File: src/rtl/vga_sync_receiver.sv
// vga_sync_receiver: recovers line/frame timing from a VGA sync pair, declares lock
// and emits a qualified pixel stream with active-area coordinates.   Rev 1.0
`default_nettype none

module vga_sync_receiver #(
   parameter int COLOR_WIDTH    = 4,
   parameter int DATA_WIDTH     = 12,
   parameter int CNT_WIDTH      = 11,
   parameter bit SYNC_POL       = 1'b0,
   parameter int H_ACTIVE_START = 144,
   parameter int H_ACTIVE_LEN   = 640,
   parameter int V_ACTIVE_START = 35,
   parameter int V_ACTIVE_LEN   = 480
) (
   input  logic                   Clk,
   input  logic                   Rst,
   input  logic                   HSync,
   input  logic                   VSync,
   input  logic [COLOR_WIDTH-1:0] Red,
   input  logic [COLOR_WIDTH-1:0] Green,
   input  logic [COLOR_WIDTH-1:0] Blue,
   output logic                   Pixel_valid,
   output logic [DATA_WIDTH-1:0]  Pixel_data,
   output logic [CNT_WIDTH-1:0]   Pixel_x,
   output logic [CNT_WIDTH-1:0]   Pixel_y,
   output logic                   Frame_start,
   output logic                   Locked,
   output logic [CNT_WIDTH-1:0]   H_Total,
   output logic [CNT_WIDTH-1:0]   H_Sync_Len,
   output logic [CNT_WIDTH-1:0]   V_Total,
   output logic                   Timeout
);

   localparam logic [CNT_WIDTH-1:0] c_h_first = CNT_WIDTH'(H_ACTIVE_START);
   localparam logic [CNT_WIDTH-1:0] c_h_last  = CNT_WIDTH'(H_ACTIVE_START + H_ACTIVE_LEN - 1);
   localparam logic [CNT_WIDTH-1:0] c_v_first = CNT_WIDTH'(V_ACTIVE_START);
   localparam logic [CNT_WIDTH-1:0] c_v_last  = CNT_WIDTH'(V_ACTIVE_START + V_ACTIVE_LEN - 1);
   localparam logic [CNT_WIDTH-1:0] c_one     = CNT_WIDTH'(1);

   // Stage 1: sync levels normalised to active-high, plus edge history
   logic                  hs_a_q, vs_a_q, hs_d_q, vs_d_q;
   logic [DATA_WIDTH-1:0] rgb_q;

   logic [CNT_WIDTH-1:0]  h_cnt_q, h_cnt_d, v_cnt_q, v_cnt_d;
   logic [CNT_WIDTH-1:0]  h_total_q, h_total_d, h_sync_len_q, h_sync_len_d;
   logic [CNT_WIDTH-1:0]  v_total_q, v_total_d;
   logic                  line_seen_q, line_seen_d, frame_seen_q, frame_seen_d;
   logic                  mismatch_q, mismatch_d, vs_pend_q, vs_pend_d;
   logic                  locked_q, locked_d, timeout_q, timeout_d;

   logic                  valid_q, fs_q;
   logic [DATA_WIDTH-1:0] data_q;
   logic [CNT_WIDTH-1:0]  x_q, y_q;

   logic                  w_hs_rise, w_hs_fall, w_vs_rise;
   logic                  w_frame_edge, w_line_chk, w_mismatch_now, w_h_sat, w_win;
   logic [CNT_WIDTH-1:0]  w_h_inc, w_v_inc;

   assign w_hs_rise      = hs_a_q & ~hs_d_q;
   assign w_hs_fall      = ~hs_a_q & hs_d_q;
   assign w_vs_rise      = vs_a_q & ~vs_d_q;
   assign w_h_inc        = h_cnt_q + c_one;
   assign w_v_inc        = v_cnt_q + c_one;
   assign w_h_sat        = &h_cnt_q;
   assign w_frame_edge   = w_hs_rise & (vs_pend_q | w_vs_rise);
   assign w_line_chk     = w_hs_rise & line_seen_q;
   assign w_mismatch_now = w_line_chk & (w_h_inc != h_total_q);
   assign w_win          = (h_cnt_q >= c_h_first) && (h_cnt_q <= c_h_last) &&
                           (v_cnt_q >= c_v_first) && (v_cnt_q <= c_v_last);

   always_ff @(posedge Clk or posedge Rst) begin
      if (Rst) begin
         hs_a_q <= 1'b0;
         vs_a_q <= 1'b0;
         hs_d_q <= 1'b0;
         vs_d_q <= 1'b0;
         rgb_q  <= '0;
      end else begin
         hs_a_q <= (HSync == SYNC_POL);
         vs_a_q <= (VSync == SYNC_POL);
         hs_d_q <= hs_a_q;
         vs_d_q <= vs_a_q;
         rgb_q  <= {Red, Green, Blue};
      end
   end

   always_comb begin
      h_cnt_d      = h_cnt_q;
      v_cnt_d      = v_cnt_q;
      h_total_d    = h_total_q;
      h_sync_len_d = h_sync_len_q;
      v_total_d    = v_total_q;
      line_seen_d  = line_seen_q;
      frame_seen_d = frame_seen_q;
      mismatch_d   = mismatch_q | w_mismatch_now;
      vs_pend_d    = vs_pend_q;
      locked_d     = locked_q & ~w_mismatch_now;
      timeout_d    = timeout_q;

      if (w_hs_rise) begin
         h_cnt_d     = '0;
         line_seen_d = 1'b1;
         vs_pend_d   = 1'b0;
         timeout_d   = 1'b0;
      end else begin
         if (!w_h_sat)  h_cnt_d   = w_h_inc;
         if (w_vs_rise) vs_pend_d = 1'b1;
      end

      if (w_line_chk) h_total_d    = w_h_inc;
      if (w_hs_fall)  h_sync_len_d = w_h_inc;

      // The line closed by this hs_rise still belongs to the frame being judged
      if (w_frame_edge) begin
         v_total_d    = w_v_inc;
         v_cnt_d      = '0;
         locked_d     = frame_seen_q & ~(mismatch_q | w_mismatch_now) & (w_v_inc == v_total_q);
         frame_seen_d = 1'b1;
         mismatch_d   = 1'b0;
      end else if (w_hs_rise && !(&v_cnt_q)) begin
         v_cnt_d = w_v_inc;
      end

      if (w_h_sat && !w_hs_rise) begin
         timeout_d   = 1'b1;
         locked_d    = 1'b0;
         line_seen_d = 1'b0;
         v_cnt_d     = '0;
      end
   end

   always_ff @(posedge Clk or posedge Rst) begin
      if (Rst) begin
         h_cnt_q      <= '0;
         v_cnt_q      <= '0;
         h_total_q    <= '0;
         h_sync_len_q <= '0;
         v_total_q    <= '0;
         line_seen_q  <= 1'b0;
         frame_seen_q <= 1'b0;
         mismatch_q   <= 1'b0;
         vs_pend_q    <= 1'b0;
         locked_q     <= 1'b0;
         timeout_q    <= 1'b0;
      end else begin
         h_cnt_q      <= h_cnt_d;
         v_cnt_q      <= v_cnt_d;
         h_total_q    <= h_total_d;
         h_sync_len_q <= h_sync_len_d;
         v_total_q    <= v_total_d;
         line_seen_q  <= line_seen_d;
         frame_seen_q <= frame_seen_d;
         mismatch_q   <= mismatch_d;
         vs_pend_q    <= vs_pend_d;
         locked_q     <= locked_d;
         timeout_q    <= timeout_d;
      end
   end

   // Stage 2: coordinates and data only move inside the active window
   always_ff @(posedge Clk or posedge Rst) begin
      if (Rst) begin
         valid_q <= 1'b0;
         fs_q    <= 1'b0;
         data_q  <= '0;
         x_q     <= '0;
         y_q     <= '0;
      end else begin
         valid_q <= locked_q & w_win;
         fs_q    <= locked_q & w_win & (h_cnt_q == c_h_first) & (v_cnt_q == c_v_first);
         if (w_win) begin
            data_q <= rgb_q;
            x_q    <= h_cnt_q - c_h_first;
            y_q    <= v_cnt_q - c_v_first;
         end
      end
   end

   assign Pixel_valid = valid_q;
   assign Pixel_data  = data_q;
   assign Pixel_x     = x_q;
   assign Pixel_y     = y_q;
   assign Frame_start = fs_q;
   assign Locked      = locked_q;
   assign H_Total     = h_total_q;
   assign H_Sync_Len  = h_sync_len_q;
   assign V_Total     = v_total_q;
   assign Timeout     = timeout_q;

endmodule

`default_nettype wire

File: config.mk
export PLATFORM = sky130hd
export DESIGN_NAME = vga_sync_receiver
export DESIGN_NICKNAME = d
export VERILOG_FILES = /design/src/rtl/vga_sync_receiver.sv
export SDC_FILE = /design/constraint.sdc
export NUM_CORES = 1
export LEC_CHECK = 0
export CORE_UTILIZATION = 58
export DETAILED_ROUTE_END_ITERATION = 10
export GPL_TIMING_DRIVEN = 0
export HOLD_SLACK_MARGIN = 0.02
export PLACE_DENSITY = 0.84
export SYNTH_ARGS = -nofsm -noshare
export SYNTH_HDL_FRONTEND = slang
export SYNTH_SLANG_ARGS = --single-unit
File: constraint.sdc
create_clock -name Clk -period 5.6 [get_ports Clk]
set_input_delay 0.84 -clock Clk [delete_from_list [all_inputs] [get_ports Clk]]
set_output_delay 0.84 -clock Clk [all_outputs]
set_load 0.01 [all_outputs]
== Word-level counts from Yosys, hierarchy flattened ==
Cells that the tools add are included.

* Bits in registers: 113
* Word-level logic and storage cells: 81

* Bitwise gates (word level): 21
* Reductions and logical operators: 12
* Muxes and demuxes: 14
* Add/sub/neg operators: 4
* Eq/ne operators: 5
* Magnitude comparators: 4

{| class="wikitable"
|+ Operator list
! operator !! number
|-
| two-way mux 11 bit || 5
|-
| adder 11 x 1 -> 11 bit, second input constant || 2
|-
| less-or-equal comparator 11 x 10 -> 1 bit, second input constant || 2
|-
| AND reduction 11 bit || 2
|-
| bitwise AND 1 bit || 12
|-
| == test 11 bit || 1
|-
| == test 11 x 6 -> 1 bit, second input constant || 1
|-
| == test 11 x 8 -> 1 bit, second input constant || 1
|-
| >= comparator 11 x 6 -> 1 bit, second input constant || 1
|-
| >= comparator 11 x 8 -> 1 bit, second input constant || 1
|-
| inequality test 11 bit || 1
|-
| subtractor 11 x 6 -> 11 bit, second input constant || 1
|-
| subtractor 11 x 8 -> 11 bit, second input constant || 1
|-
| two-way mux 1 bit || 9
|-
| inverter 1 bit || 7
|-
| logical AND 1 bit || 5
|-
| nonzero test 2 bit || 2
|-
| nonzero test 3 bit || 1
|-
| zero test 1 bit || 2
|-
| inequality test 2 bit, second input constant || 1
|-
| bitwise OR 1 bit || 2
|}

== Longest topological paths before layout ==
Gate-level depths: netlist of run 1.

* Depth after elaboration: 10
* Mapped depth: 10
* Depth with buffers taken out: 8

== Worst setup path before layout of run 1 ==
Ideal clock, no wire load.

* Path kind: reg2reg
* Start point: reg v_cnt_q[1]
* End point: reg locked_q, in the netlist Locked
* Stages on the path, launching flop included: 9
* Library setup time: 77 ps
* Arrival: 2188 ps
* Required time: 5523 ps
* Slack: 3334 ps
* Path through: dfrtp_1 > ha_1 > buf_2 > xor2_1 > or2_2 > a2111oi_0 > nand4_1 > or4_1 > a21oi_1

* Word-level cells in the longest chain between the ends: 5

{| class="wikitable"
|+ RTL lines
! item !! line !! text
|-
| start, declared || 44 || <nowiki>logic [CNT_WIDTH-1:0] h_cnt_q, h_cnt_d, v_cnt_q, v_cnt_d;</nowiki>
|-
| start signal, assigned || 147 || <nowiki>v_cnt_q <= v_cnt_d;</nowiki>
|-
| adder 11 x 1 -> 11 bit || 63 || <nowiki>assign w_v_inc = v_cnt_q + c_one;</nowiki>
|-
| == test 11 bit || 117 || <nowiki>locked_d = frame_seen_q & ~(mismatch_q | w_mismatch_now) & (w_v_inc == v_total_q);</nowiki>
|-
| bitwise AND 1 bit || 117 ||
|-
| two-way mux 1 bit || 114 || <nowiki>if (w_frame_edge) begin</nowiki>
|-
| two-way mux 1 bit || 124 || <nowiki>if (w_h_sat && !w_hs_rise) begin</nowiki>
|-
| via locked_d || 49 || <nowiki>logic locked_q, locked_d, timeout_q, timeout_d;</nowiki>
|-
| end signal, assigned || 155 || <nowiki>locked_q <= locked_d;</nowiki>
|-
| end, declared || 49 ||
|}

The timed path passes the listed nets, and every way through them passes these cells.
A chain may end at the register's enable or synchronous reset.

== Final worst setup path of run 1 ==
* Start point: reg h_cnt_q[1]
* End point: reg v_cnt_q[3]

* Word-level cells in the longest chain between the ends: 3
* Elaborated cells on any way between the ends: 4

{| class="wikitable"
|+ RTL lines
! item !! line !! text
|-
| start, declared || 44 ||
|-
| start signal, assigned || 146 || <nowiki>h_cnt_q <= h_cnt_d;</nowiki>
|-
| AND reduction 11 bit (*) || 64 || <nowiki>assign w_h_sat = &h_cnt_q;</nowiki>
|-
| logical AND 1 bit (*) || 124 ||
|-
| nonzero test 3 bit (no source line) or two-way mux 11 bit (tied branches) || - ||
|}

Mark *: on every way between the ends. The rest lies on a longest branch, timed or not.

==> impl_metrics.env, run 1 <==
export IMPL_grt_remaining_overflow=0
export IMPL_ant_nets=0
export IMPL_place_hpwl_um=8170
export IMPL_numPortBuffers=86
export IMPL_synth_flop_cell="dfrtp_1"
export IMPL_track_usage=0.288
export IMPL_cts_root_buffer="clkbuf_8"
export IMPL_initialDrtViolationCount=202
export IMPL_hp_start="hs_a_q$_DFF_PP0_"
export IMPL_p_clk_frac=0.450
export IMPL_hold_path_class="flip-flop to flip-flop"
export IMPL_place_congestion=0.942
export IMPL_synth_seq_cells=113
export IMPL_final_area_sq_mm=0.00687
export IMPL_antenna_found_initial=0
export IMPL_final_cells=708
export IMPL_clock_fmax_mhz=346
export IMPL_crit_type="flip-flop to flip-flop"
export IMPL_ys_seq_area_frac=0.536
export IMPL_finalPower_mw=2.24
export IMPL_max_slew_worst_pin_slew_ns=0.866
export IMPL_crit_chain="ha_1 -> nand4_1 -> nor3_1 -> and2_0 -> clkbuf_1 -> o22ai_1 -> o21ai_0 -> o31ai_1"
export IMPL_timing_final_crit_share=0.517
export IMPL_synth_cell_types=53
export IMPL_grt_pass1_wl_um=21300
export IMPL_hold_viol_final=0
export IMPL_synth_compound_area_frac=0.102
export IMPL_synth_top_family_by_area="simple AND/OR/NAND/NOR gates"
export IMPL_fin_crit_ns=2.89
export IMPL_clockBufferDepth=2
export IMPL_powerDensity_mw_per_mm2=326
export IMPL_avgSynthCellArea_sq_um=11.0
export IMPL_drc=0
export IMPL_worstReg2RegStart="h_cnt_q[1]$_DFFE_PP0N_"
export IMPL_die_y_um=97.4
export IMPL_crit_arrival_ns=3.28
export IMPL_nNetsFinal=611
export IMPL_p_leak_nw=3.06
export IMPL_start_util=0.603
export IMPL_routedWlPerCell_um=17.5
export IMPL_path_buf_inv=1
export IMPL_slew_headroom=0.423
export IMPL_post_cts_setup_buffers=0
export IMPL_critPathSlowestCell="nor3_1"
export IMPL_synth_async_reset_ratio=1.00
export IMPL_antenna_cells=0
export IMPL_nFillCells=547
export IMPL_cts_sinks=113
export IMPL_r2r_slack_ns=2.71
export IMPL_syn2layout_area_growth_pct=30.0
export IMPL_p_switching_mw=0.586
export IMPL_die_w_um=97.4
export IMPL_yosys_area_share_simple=0.132
export IMPL_fin_util=0.783
export IMPL_dp_cells=676
export IMPL_grt_max_degree=61
export IMPL_switching_share=0.262
export IMPL_yosysWarnings=0
export IMPL_grt_setup_unrepaired="false"
export IMPL_internal_power_mw=1.65
export IMPL_cp_slowest_stage_delay_ns=0.60
export IMPL_cts_tree="yes"
export IMPL_fp_coreArea_sq_mm=0.00876
export IMPL_pwr_share_seq=0.409
export IMPL_drv_cap=0
export IMPL_row_count=34
export IMPL_netlist_area_sq_mm=0.00528
export IMPL_clk_latency_ns=0.53
export IMPL_p_comb_frac=0.142
export IMPL_io_pins=87
export IMPL_muxShareOfSynthArea=0.0763
export IMPL_path_delay_family="simple AND/OR/NAND/NOR gates"
export IMPL_dr_pass1_iters=5
export IMPL_worstPathMaxFanout=10
export IMPL_vdd_drop_max_uv=243
export IMPL_cp_data_required_time_ns=5.99
export IMPL_synth_net_count=505
export IMPL_worstSetupStartpointType="flip-flop"
export IMPL_dieArea_sq_mm=0.00949
export IMPL_rr_worst_depth=8
export IMPL_cts_resized=0
export IMPL_wl_um=12400
export IMPL_synth_xor_area_frac=0.0934
export IMPL_num_vias=4085
export IMPL_dpl_cell_area_sq_mm=0.00631
export IMPL_outcome="complete, no violations"
export IMPL_endpoint_kind="flip-flop"
export IMPL_min_path_cells=0
export IMPL_cts_hold_buf=0
export IMPL_drive_gt1_frac=0.145
export IMPL_grt_pass1_vias=4246
export IMPL_finalSetupTns_ns=0
export IMPL_finalSetupViolCount=0
export IMPL_min_to="hs_d_q$_DFF_PP0_"
export IMPL_synth_edf_count=0
export IMPL_r2r_end="v_cnt_q[3]$_DFFE_PP0P_"
export IMPL_cts_clk_slew_worst_paths_ns=0.05
export IMPL_synth_fa_ha_area_frac=0.0190
export IMPL_finalClockSkew_ns=0.0112
export IMPL_cts_buffers=17
export IMPL_via_per_inst=5.77
export IMPL_cts_max_level=4
export IMPL_synth_cells=481
export IMPL_maxSlewViolCount=0
[how the worst max path moves through the flow]
stage          slack (ns)                         to  depth (start not counted)              startpoint
2_1_floorplan        1.77      Frame_start$_DFF_PP0_                          1                     Rst
3_3_place_gp         0.36  H_Sync_Len[1]$_DFFE_PP0P_                          2                     Rst
3_5_place_dp         2.89     v_cnt_q[9]$_DFFE_PP0P_                          8  h_cnt_q[1]$_DFFE_PP0N_
4_1_cts              2.81     v_cnt_q[3]$_DFFE_PP0P_                          8  h_cnt_q[1]$_DFFE_PP0N_
5_1_grt              2.45     v_cnt_q[7]$_DFFE_PP0P_                          8  v_cnt_q[1]$_DFFE_PP0P_
6_report             2.71     v_cnt_q[3]$_DFFE_PP0P_                          8  h_cnt_q[1]$_DFFE_PP0N_
[worst reg2reg max path, stage by stage, from the launching register on]
cell      delay [ns]
dfrtp_1         0.44
ha_1            0.27
nand4_1         0.26
nor3_1          0.61
and2_0          0.21
clkbuf_1        0.26
o22ai_1         0.34
o21ai_0         0.28
o31ai_1         0.10
[Yosys cell counts (all sizes together) (2+ instances only)]
cell type,number,area share
dfrtp,113,0.54
nand2,52,0.037
o21ai,46,0.044
mux2,34,0.073
xnor2,27,0.045
nor2,22,0.016
buf,20,0.024
xor2,19,0.032
a21oi,16,0.015
clkbuf,13,0.0092
inv,12,0.0085
nand3,11,0.010
nor3,10,0.0095
ha,8,0.019
and3,6,0.0071
nand2b,6,0.0071
nor2b,6,0.0071
nand4,5,0.0088
xnor3,4,0.017
a21o,3,0.0043
and4,3,0.0050
o31ai,3,0.0043
o41ai,3,0.0050
or2,3,0.0036
a211oi,2,0.0028
and2,2,0.0024
mux2i,2,0.0038
nand3b,2,0.0028
nand4b,2,0.0033
nor3b,2,0.0028
nor4,2,0.0024
o211a,2,0.0038
o211ai,2,0.0028
o21a,2,0.0028
o22ai,2,0.0024
or3,2,0.0024
or4,2,0.0028
[metal layers]
metal / track usage / up-vias / share of wire
met5: 0 / - / 0
met4: 0.0995 / 0 / 0.023
met3: 0.0698 / 31 / 0.062
met1: 0.362 / 1997 / 0.40
met2: 0.488 / 181 / 0.51
li1: - / 1876 / -
[per-stage QoR]
| step | hold slack [ns] | setup slack (ns) |
|---|---|---|
| finish | 0.387 | 2.71 |
| global route | 0.398 | 2.45 |
| CTS | 0.389 | 2.81 |
| detailed placement | 0.371 | 2.89 |
| global placement | 0.365 | 0.357 |
| floorplan | 0.355 | 1.77 |
[placed cells by master (no fill, tap or decap), types with 8 or more instances in the layout]
cell type	netlist	routed
o21ai_0	46	46
xnor2_1	27	27
nor3_1	10	10
clkbuf_16	0	16
clkdlybuf4s50_1	0	86
nand3_1	11	11
buf_2	13	13
nor2_1	22	22
ha_1	8	8
nand2_1	52	52
xor2_1	19	19
mux2_2	32	32
inv_1	12	11
clkbuf_1	13	16
dfrtp_1	113	113
a21oi_1	16	16
[layout make-up]
type | instances | area, sq um | share of cell area
Multi-Input combinational cell | 323 | 2230 | 0.325
Inverter | 12 | 47.5 | 0.00693
Timing Repair Buffer | 87 | 888 | 0.129
Clock inverter | 8 | 78.8 | 0.0115
Clock buffer | 24 | 480 | 0.0700
Buffer | 33 | 178 | 0.0259
Tap cell | 108 | 135 | 0.0197
Sequential cell | 113 | 2830 | 0.412
[power groups by stage]
stage               clock, mW  sequential [mW]  combinational, mW
detailed placement          0            0.928              0.311
global placement            0            0.924              0.297
CTS                      1.02            0.915              0.318
global route             1.06            0.922              0.346
finish                   1.01            0.916              0.318
floorplan                   0            0.934              0.170
[cells by family (layout without fill, tap and decap cells)]
| logic type | count (synthesis) | in the layout |
|---|---|---|
| AND/OR/NAND/NOR | 139 | 139 |
| flip-flops | 113 | 113 |
| AO/OA/AOI/OAI | 90 | 90 |
| XOR/XNOR | 50 | 50 |
| buffers and inverters | 45 | 164 |
| multiplexers | 36 | 36 |
| adder cells (fa/ha/maj) | 8 | 8 |
Note: power is estimated with default switching activity, not from simulation.
==> run 2, diff against run 1 <==
--- a/config.mk
+++ b/config.mk
@@ -5,11 +5,11 @@
 export SDC_FILE = /design/constraint.sdc
 export NUM_CORES = 1
 export LEC_CHECK = 0
-export CORE_UTILIZATION = 58
+export CORE_UTILIZATION = 53
 export DETAILED_ROUTE_END_ITERATION = 10
 export GPL_TIMING_DRIVEN = 0
 export HOLD_SLACK_MARGIN = 0.02
-export PLACE_DENSITY = 0.84
+export PLACE_DENSITY = 0.77
 export SYNTH_ARGS = -nofsm -noshare
 export SYNTH_HDL_FRONTEND = slang
 export SYNTH_SLANG_ARGS = --single-unit
==> constraint.sdc (replaced) <==
create_clock -name Clk -period 3 [get_ports Clk]
set_input_delay 0.45 -clock Clk [delete_from_list [all_inputs] [get_ports Clk]]
set_output_delay 0.45 -clock Clk [all_outputs]
set_load 0.01 [all_outputs]
==> impl_metrics.env, run 2 (synthesis results as in run 1) <==
export IMPL_dr_pass1_iters=4
export IMPL_row_count=36
export IMPL_place_hpwl_um=8350
export IMPL_nFillCells=713
export IMPL_grt_pass1_vias=4046
export IMPL_ant_nets=0
export IMPL_cts_clk_slew_worst_paths_ns=0.06
export IMPL_dpl_worst_slack_ns=0.102
export IMPL_place_congestion=0.866
export IMPL_cts_resized=0
export IMPL_path_buf_inv=4
export IMPL_grt_remaining_overflow=0
export IMPL_start_util=0.543
export IMPL_fp_coreArea_sq_mm=0.00973
export IMPL_worstPathMaxFanout=10
export IMPL_post_cts_setup_buffers=0
export IMPL_r2r_end="Pixel_y[6]$_DFFE_PP0N_"
export IMPL_maxSlewViolCount=0
export IMPL_clk_latency_ns=0.51
export IMPL_rr_worst_depth=10
export IMPL_drc=0
export IMPL_crit_arrival_ns=3.14
export IMPL_crit_start="h_cnt_q[0]$_DFFE_PP0N_"
export IMPL_cp_slowest_stage_delay_ns=0.38
export IMPL_num_vias=4027
export IMPL_endpoint="Pixel_y[6]$_DFFE_PP0N_"
export IMPL_layout_common_cells="dfrtp_1 (113), clkdlybuf4s50_1 (86), nand2_1 (52)"
export IMPL_syn2layout_area_growth_pct=31.9
export IMPL_powerDensity_mw_per_mm2=621
export IMPL_wl_um=12200
export IMPL_via_per_inst=5.50
export IMPL_cp_data_required_time_ns=3.39
export IMPL_grt_pass1_wl_um=19900
export IMPL_die_y_um=102
export IMPL_numPortBuffers=86
export IMPL_clock_fmax_mhz=363
export IMPL_drive_gt1_frac=0.152
export IMPL_finalSetupViolCount=0
export IMPL_grt_max_degree=43
export IMPL_endpoint_kind="flip-flop"
export IMPL_vdd_drop_max_uv=397
export IMPL_layout_commonest_cell="dfrtp_1"
export IMPL_path_delay_family="buffers and inverters"
export IMPL_timing_final_ws_setup_ns=0.243
export IMPL_cts_tree="yes"
export IMPL_routedWlPerCell_um=16.7
export IMPL_whs_ns=0.378
export IMPL_drv_cap=0
export IMPL_cts_max_level=4
export IMPL_r2r_slack_ns=0.24
export IMPL_initialDrtViolationCount=141
export IMPL_die_w_um=102
export IMPL_cts_sinks=113
export IMPL_cts_hold_buf=0
export IMPL_worstSetupStartpointType="flip-flop"
export IMPL_path_depth=10
export IMPL_clockBufferDepth=2
export IMPL_antenna_found_initial=0
export IMPL_nNetsFinal=612
export IMPL_timing_final_crit_share=0.919
export IMPL_finalSetupTns_ns=0
export IMPL_worstReg2RegStart="h_cnt_q[0]$_DFFE_PP0N_"
export IMPL_grt_setup_unrepaired="false"
export IMPL_dieArea_sq_mm=0.0104
export IMPL_hold_path_class="primary input to flip-flop"
export IMPL_slew_headroom=0.381
export IMPL_p_leak_nw=3.09
export IMPL_critPathSlowestCell="dfrtp_1"
export IMPL_io_pins=87
export IMPL_crit_chain="clkbuf_1 -> inv_1 -> ha_1 -> nor4b_1 -> nand3_1 -> a211oi_1 -> o211a_1 -> buf_2 -> buf_6 -> mux2_2"
export IMPL_max_slew_worst_pin_slew_ns=0.927
export IMPL_fin_util=0.716
export IMPL_finalClockSkew_ns=0.00911
export IMPL_crit_type="flip-flop to flip-flop"
export IMPL_track_usage=0.251
export IMPL_fin_crit_ns=2.76
export IMPL_cts_buffers=17
export IMPL_cts_root_buffer="clkbuf_8"
export IMPL_hold_viol_final=0
export IMPL_antenna_cells=0
export IMPL_outcome="complete, no violations"
[run 2: changes by cell type in the layout (fill, tap and decap cells not counted), sizes merged]
cell / change
buf: +1
bufinv: +2
clkbuf: -3
inv: -1
[run 2: worst min-delay path by stage]
stage	start	endpoint	slack (ns)	cells past startpoint
2_1_floorplan	vs_a_q$_DFF_PP0_	vs_d_q$_DFF_PP0_	0.35	0
5_1_grt	Green[2]	rgb_q[6]$_DFF_PP0_	0.37	1
3_3_place_gp	vs_a_q$_DFF_PP0_	vs_d_q$_DFF_PP0_	0.37	0
4_1_cts	Green[2]	rgb_q[6]$_DFF_PP0_	0.37	1
3_5_place_dp	vs_a_q$_DFF_PP0_	vs_d_q$_DFF_PP0_	0.37	0
6_report	Red[0]	rgb_q[8]$_DFF_PP0_	0.38	1
[run 2: final cells by class]
cell class | instances | area (sq um) | area share
Buffer | 33 | 178 | 0.0255
Clock buffer | 21 | 469 | 0.0674
Clock inverter | 9 | 131 | 0.0189
Inverter | 12 | 48.8 | 0.00701
Multi-Input combinational cell | 323 | 2240 | 0.322
Sequential cell | 113 | 2830 | 0.406
Tap cell | 133 | 166 | 0.0239
Timing Repair Buffer | 88 | 901 | 0.129
[run 2: report_power, final]
group	internal (mW)	switching, mW
Combinational	0.279	0.308
Clock	1.34	0.692
Sequential	1.63	0.0797
[run 2: layer usage]
metal,vias to the layer above,wire length (um),track usage
li1,1870,-,-
met1,2010,5120,0.315
met2,131,6380,0.438
met3,16,559,0.0458
met4,0,135,0.0890
met5,-,0,0
[run 2: worst register-to-register path, delay by kind of cell (launching register included)]
| family | cells | cell delay, ns |
|---|---|---|
| DFF | 1 | 0.38 |
| muxes | 1 | 0.36 |
| adders and majority gates | 1 | 0.17 |
| buffers and inverters | 4 | 0.87 |
| AOI/OAI and AO/OA | 2 | 0.43 |
| and+or+nand+nor | 2 | 0.44 |
[run 2: per-stage QoR]
step                area [sq um]  instances  total power, mW
floorplan                   5280        481             2.06
global placement            6310        700             2.29
detailed placement          6350        702             2.32
CTS                         6950        732             4.34
global route                6960        732             4.47
finish                      6960        732             4.33
==> run 3, diff against run 2 <==
--- a/config.mk
+++ b/config.mk
@@ -5,11 +5,12 @@
 export SDC_FILE = /design/constraint.sdc
 export NUM_CORES = 1
 export LEC_CHECK = 0
+export ABC_AREA = 1
 export CORE_UTILIZATION = 53
 export DETAILED_ROUTE_END_ITERATION = 10
 export GPL_TIMING_DRIVEN = 0
 export HOLD_SLACK_MARGIN = 0.02
-export PLACE_DENSITY = 0.77
+export PLACE_DENSITY = 0.78
 export SYNTH_ARGS = -nofsm -noshare
 export SYNTH_HDL_FRONTEND = slang
 export SYNTH_SLANG_ARGS = --single-unit
==> impl_metrics.env, run 3 <==
export IMPL_routedWlPerCell_um=15.0
export IMPL_io_pins=87
export IMPL_grt_pass1_vias=4575
export IMPL_fp_coreArea_sq_mm=0.00942
export IMPL_layout_commonest_cell="nand2_1"
export IMPL_avgSynthCellArea_sq_um=8.43
export IMPL_max_slew_worst_pin_slew_ns=0.535
export IMPL_nNetsFinal=752
export IMPL_path_depth=10
export IMPL_path_buf_inv=2
export IMPL_row_count=35
export IMPL_dpl_worst_slack_ns=0.702
export IMPL_synth_cells=620
export IMPL_timing_final_crit_share=0.791
export IMPL_r2r_slack_ns=0.63
export IMPL_critPathSlowestCell="dfrtp_1"
export IMPL_synth_net_count=644
export IMPL_grt_pass1_wl_um=21800
export IMPL_cts_clk_slew_worst_paths_ns=0.06
export IMPL_synth_seq_cells=113
export IMPL_drv_cap=0
export IMPL_worstReg2RegStart="h_cnt_q[0]$_DFFE_PP0N_"
export IMPL_cts_sinks=113
export IMPL_p_leak_nw=3.29
export IMPL_synthTopCellsByArea="dfrtp_1 (54%), nand2_1 (14%), nand3_1 (5.0%), inv_1 (4.2%), o21ai_0 (4.0%)"
export IMPL_synthTopCellsByCount="nand2_1 (192), dfrtp_1 (113), inv_1 (59), nand3_1 (52), o21ai_0 (42)"
export IMPL_path_delay_family="simple AND/OR/NAND/NOR gates"
export IMPL_outcome="complete, no violations"
export IMPL_hold_viol_final=0
export IMPL_post_cts_setup_buffers=0
export IMPL_fin_crit_ns=2.37
export IMPL_netlist_area_sq_mm=0.00523
export IMPL_nFillCells=729
export IMPL_crit_type="flip-flop to flip-flop"
export IMPL_r2r_end="v_cnt_q[3]$_DFFE_PP0P_"
export IMPL_clk_latency_ns=0.51
export IMPL_synth_async_reset_ratio=1.00
export IMPL_drive_gt1_frac=0.0783
export IMPL_clockBufferDepth=2
export IMPL_synth_top_area_frac=0.541
export IMPL_crit_arrival_ns=2.75
export IMPL_wl_um=13000
export IMPL_worstPathMaxFanout=10
export IMPL_clock_fmax_mhz=422
export IMPL_place_congestion=0.867
export IMPL_yosysWarnings=0
export IMPL_antenna_found_initial=0
export IMPL_cp_slowest_stage_delay_ns=0.46
export IMPL_cts_buffers=17
export IMPL_dieArea_sq_mm=0.0103
export IMPL_rr_worst_depth=10
export IMPL_maxSlewViolCount=0
export IMPL_hold_path_class="primary input to async pin"
export IMPL_powerDensity_mw_per_mm2=624
export IMPL_drc=0
export IMPL_track_usage=0.281
export IMPL_synth_edf_count=0
export IMPL_worstSetupStartpointType="flip-flop"
export IMPL_cts_hold_buf=0
export IMPL_numPortBuffers=86
export IMPL_cts_resized=0
export IMPL_grt_remaining_overflow=0
export IMPL_layout_common_cells="nand2_1 (192), dfrtp_1 (113), clkdlybuf4s50_1 (86)"
export IMPL_synth_flop_cell="dfrtp_1"
export IMPL_die_y_um=101
export IMPL_synthMostInstantiatedCell="nand2_1"
export IMPL_finalSetupTns_ns=0
export IMPL_ant_nets=0
export IMPL_cts_root_buffer="clkbuf_8"
export IMPL_finalPower_mw=4.30
export IMPL_cp_data_required_time_ns=3.38
export IMPL_syn2layout_area_growth_pct=31.7
export IMPL_crit_chain="ha_1 -> nand2_1 -> nor2_4 -> nand4_2 -> nor2_1 -> inv_1 -> nand2_1 -> inv_1 -> nand2_2 -> o22ai_1"
export IMPL_cts_tree="yes"
export IMPL_synth_cell_types=34
export IMPL_place_hpwl_um=9340
export IMPL_cts_max_level=4
export IMPL_via_per_inst=5.30
export IMPL_finalClockSkew_ns=0.00745
export IMPL_antenna_cells=0
export IMPL_ys_seq_area_frac=0.541
export IMPL_grt_max_degree=45
export IMPL_dr_pass1_iters=5
export IMPL_num_vias=4612
export IMPL_start_util=0.555
export IMPL_initialDrtViolationCount=216
export IMPL_timing_final_ws_setup_ns=0.628
export IMPL_slew_headroom=0.643
export IMPL_vdd_drop_max_uv=524
export IMPL_endpoint_kind="flip-flop"
export IMPL_finalSetupViolCount=0
export IMPL_die_w_um=101
export IMPL_synth_area_leader_cell="dfrtp_1"
export IMPL_grt_setup_unrepaired="false"
## run 3: worst max-delay path by stage
| stage | startpoint | to | slack (ns) |
|---|---|---|---|
| after detailed placement | h_cnt_q[0]$_DFFE_PP0N_ | v_cnt_q[7]$_DFFE_PP0P_ | 0.70 |
| after floorplan | Rst | Frame_start$_DFF_PP0_ | 1.18 |
| after global placement | Rst | Pixel_data[5]$_DFFE_PP0N_ | 0.11 |
| after global routing | h_cnt_q[0]$_DFFE_PP0N_ | v_cnt_q[10]$_DFFE_PP0P_ | 0.44 |
| final | h_cnt_q[0]$_DFFE_PP0N_ | v_cnt_q[3]$_DFFE_PP0P_ | 0.63 |
| after CTS | h_cnt_q[0]$_DFFE_PP0N_ | v_cnt_q[3]$_DFFE_PP0P_ | 0.68 |
## run 3: final cells by class
type | instances | area [sq um] | share of cell area
Buffer | 19 | 97.6 | 0.0142
Tap cell | 129 | 161 | 0.0235
Timing Repair Buffer | 89 | 921 | 0.134
Inverter | 62 | 236 | 0.0344
Multi-Input combinational cell | 426 | 2070 | 0.300
Sequential cell | 113 | 2830 | 0.411
Clock inverter | 15 | 158 | 0.0229
Clock buffer | 17 | 414 | 0.0602
## run 3: where the power goes
group | switching (mW) | internal (mW) | leakage, nW
clock | 0.753 | 1.19 | 0.271
combinational | 0.353 | 0.276 | 1.51
sequential | 0.0944 | 1.63 | 1.51
## run 3: routing by layer
metal,part of all wire,up-vias,global-route usage,wire [um]
li1,-,2242,-,-
met1,0.45,2220,0.378,5820
met2,0.49,130,0.455,6390
met3,0.046,20,0.0621,594
met4,0.018,0,0.0914,235
met5,0,-,0,0
## run 3: per-stage QoR
stage | utilization | hold WS, ns | std cells | instance area [sq um]
floorplan | - | 0.354 | 620 | 5230
global placement | 0.664 | 0.362 | 835 | 6250
detailed placement | 0.670 | 0.371 | 838 | 6310
CTS | 0.731 | 0.282 | 870 | 6880
global route | 0.731 | 0.307 | 870 | 6880
finish | 0.731 | 0.287 | 870 | 6880
## run 3: logic make-up after synthesis
logic type,count (synthesis),share of synthesized area
xor+xnor,13,0.0218
fa+ha+maj,8,0.0192
simple gates,315,0.264
buf+inv,81,0.0632
compound gates,90,0.0908
flops,113,0.541
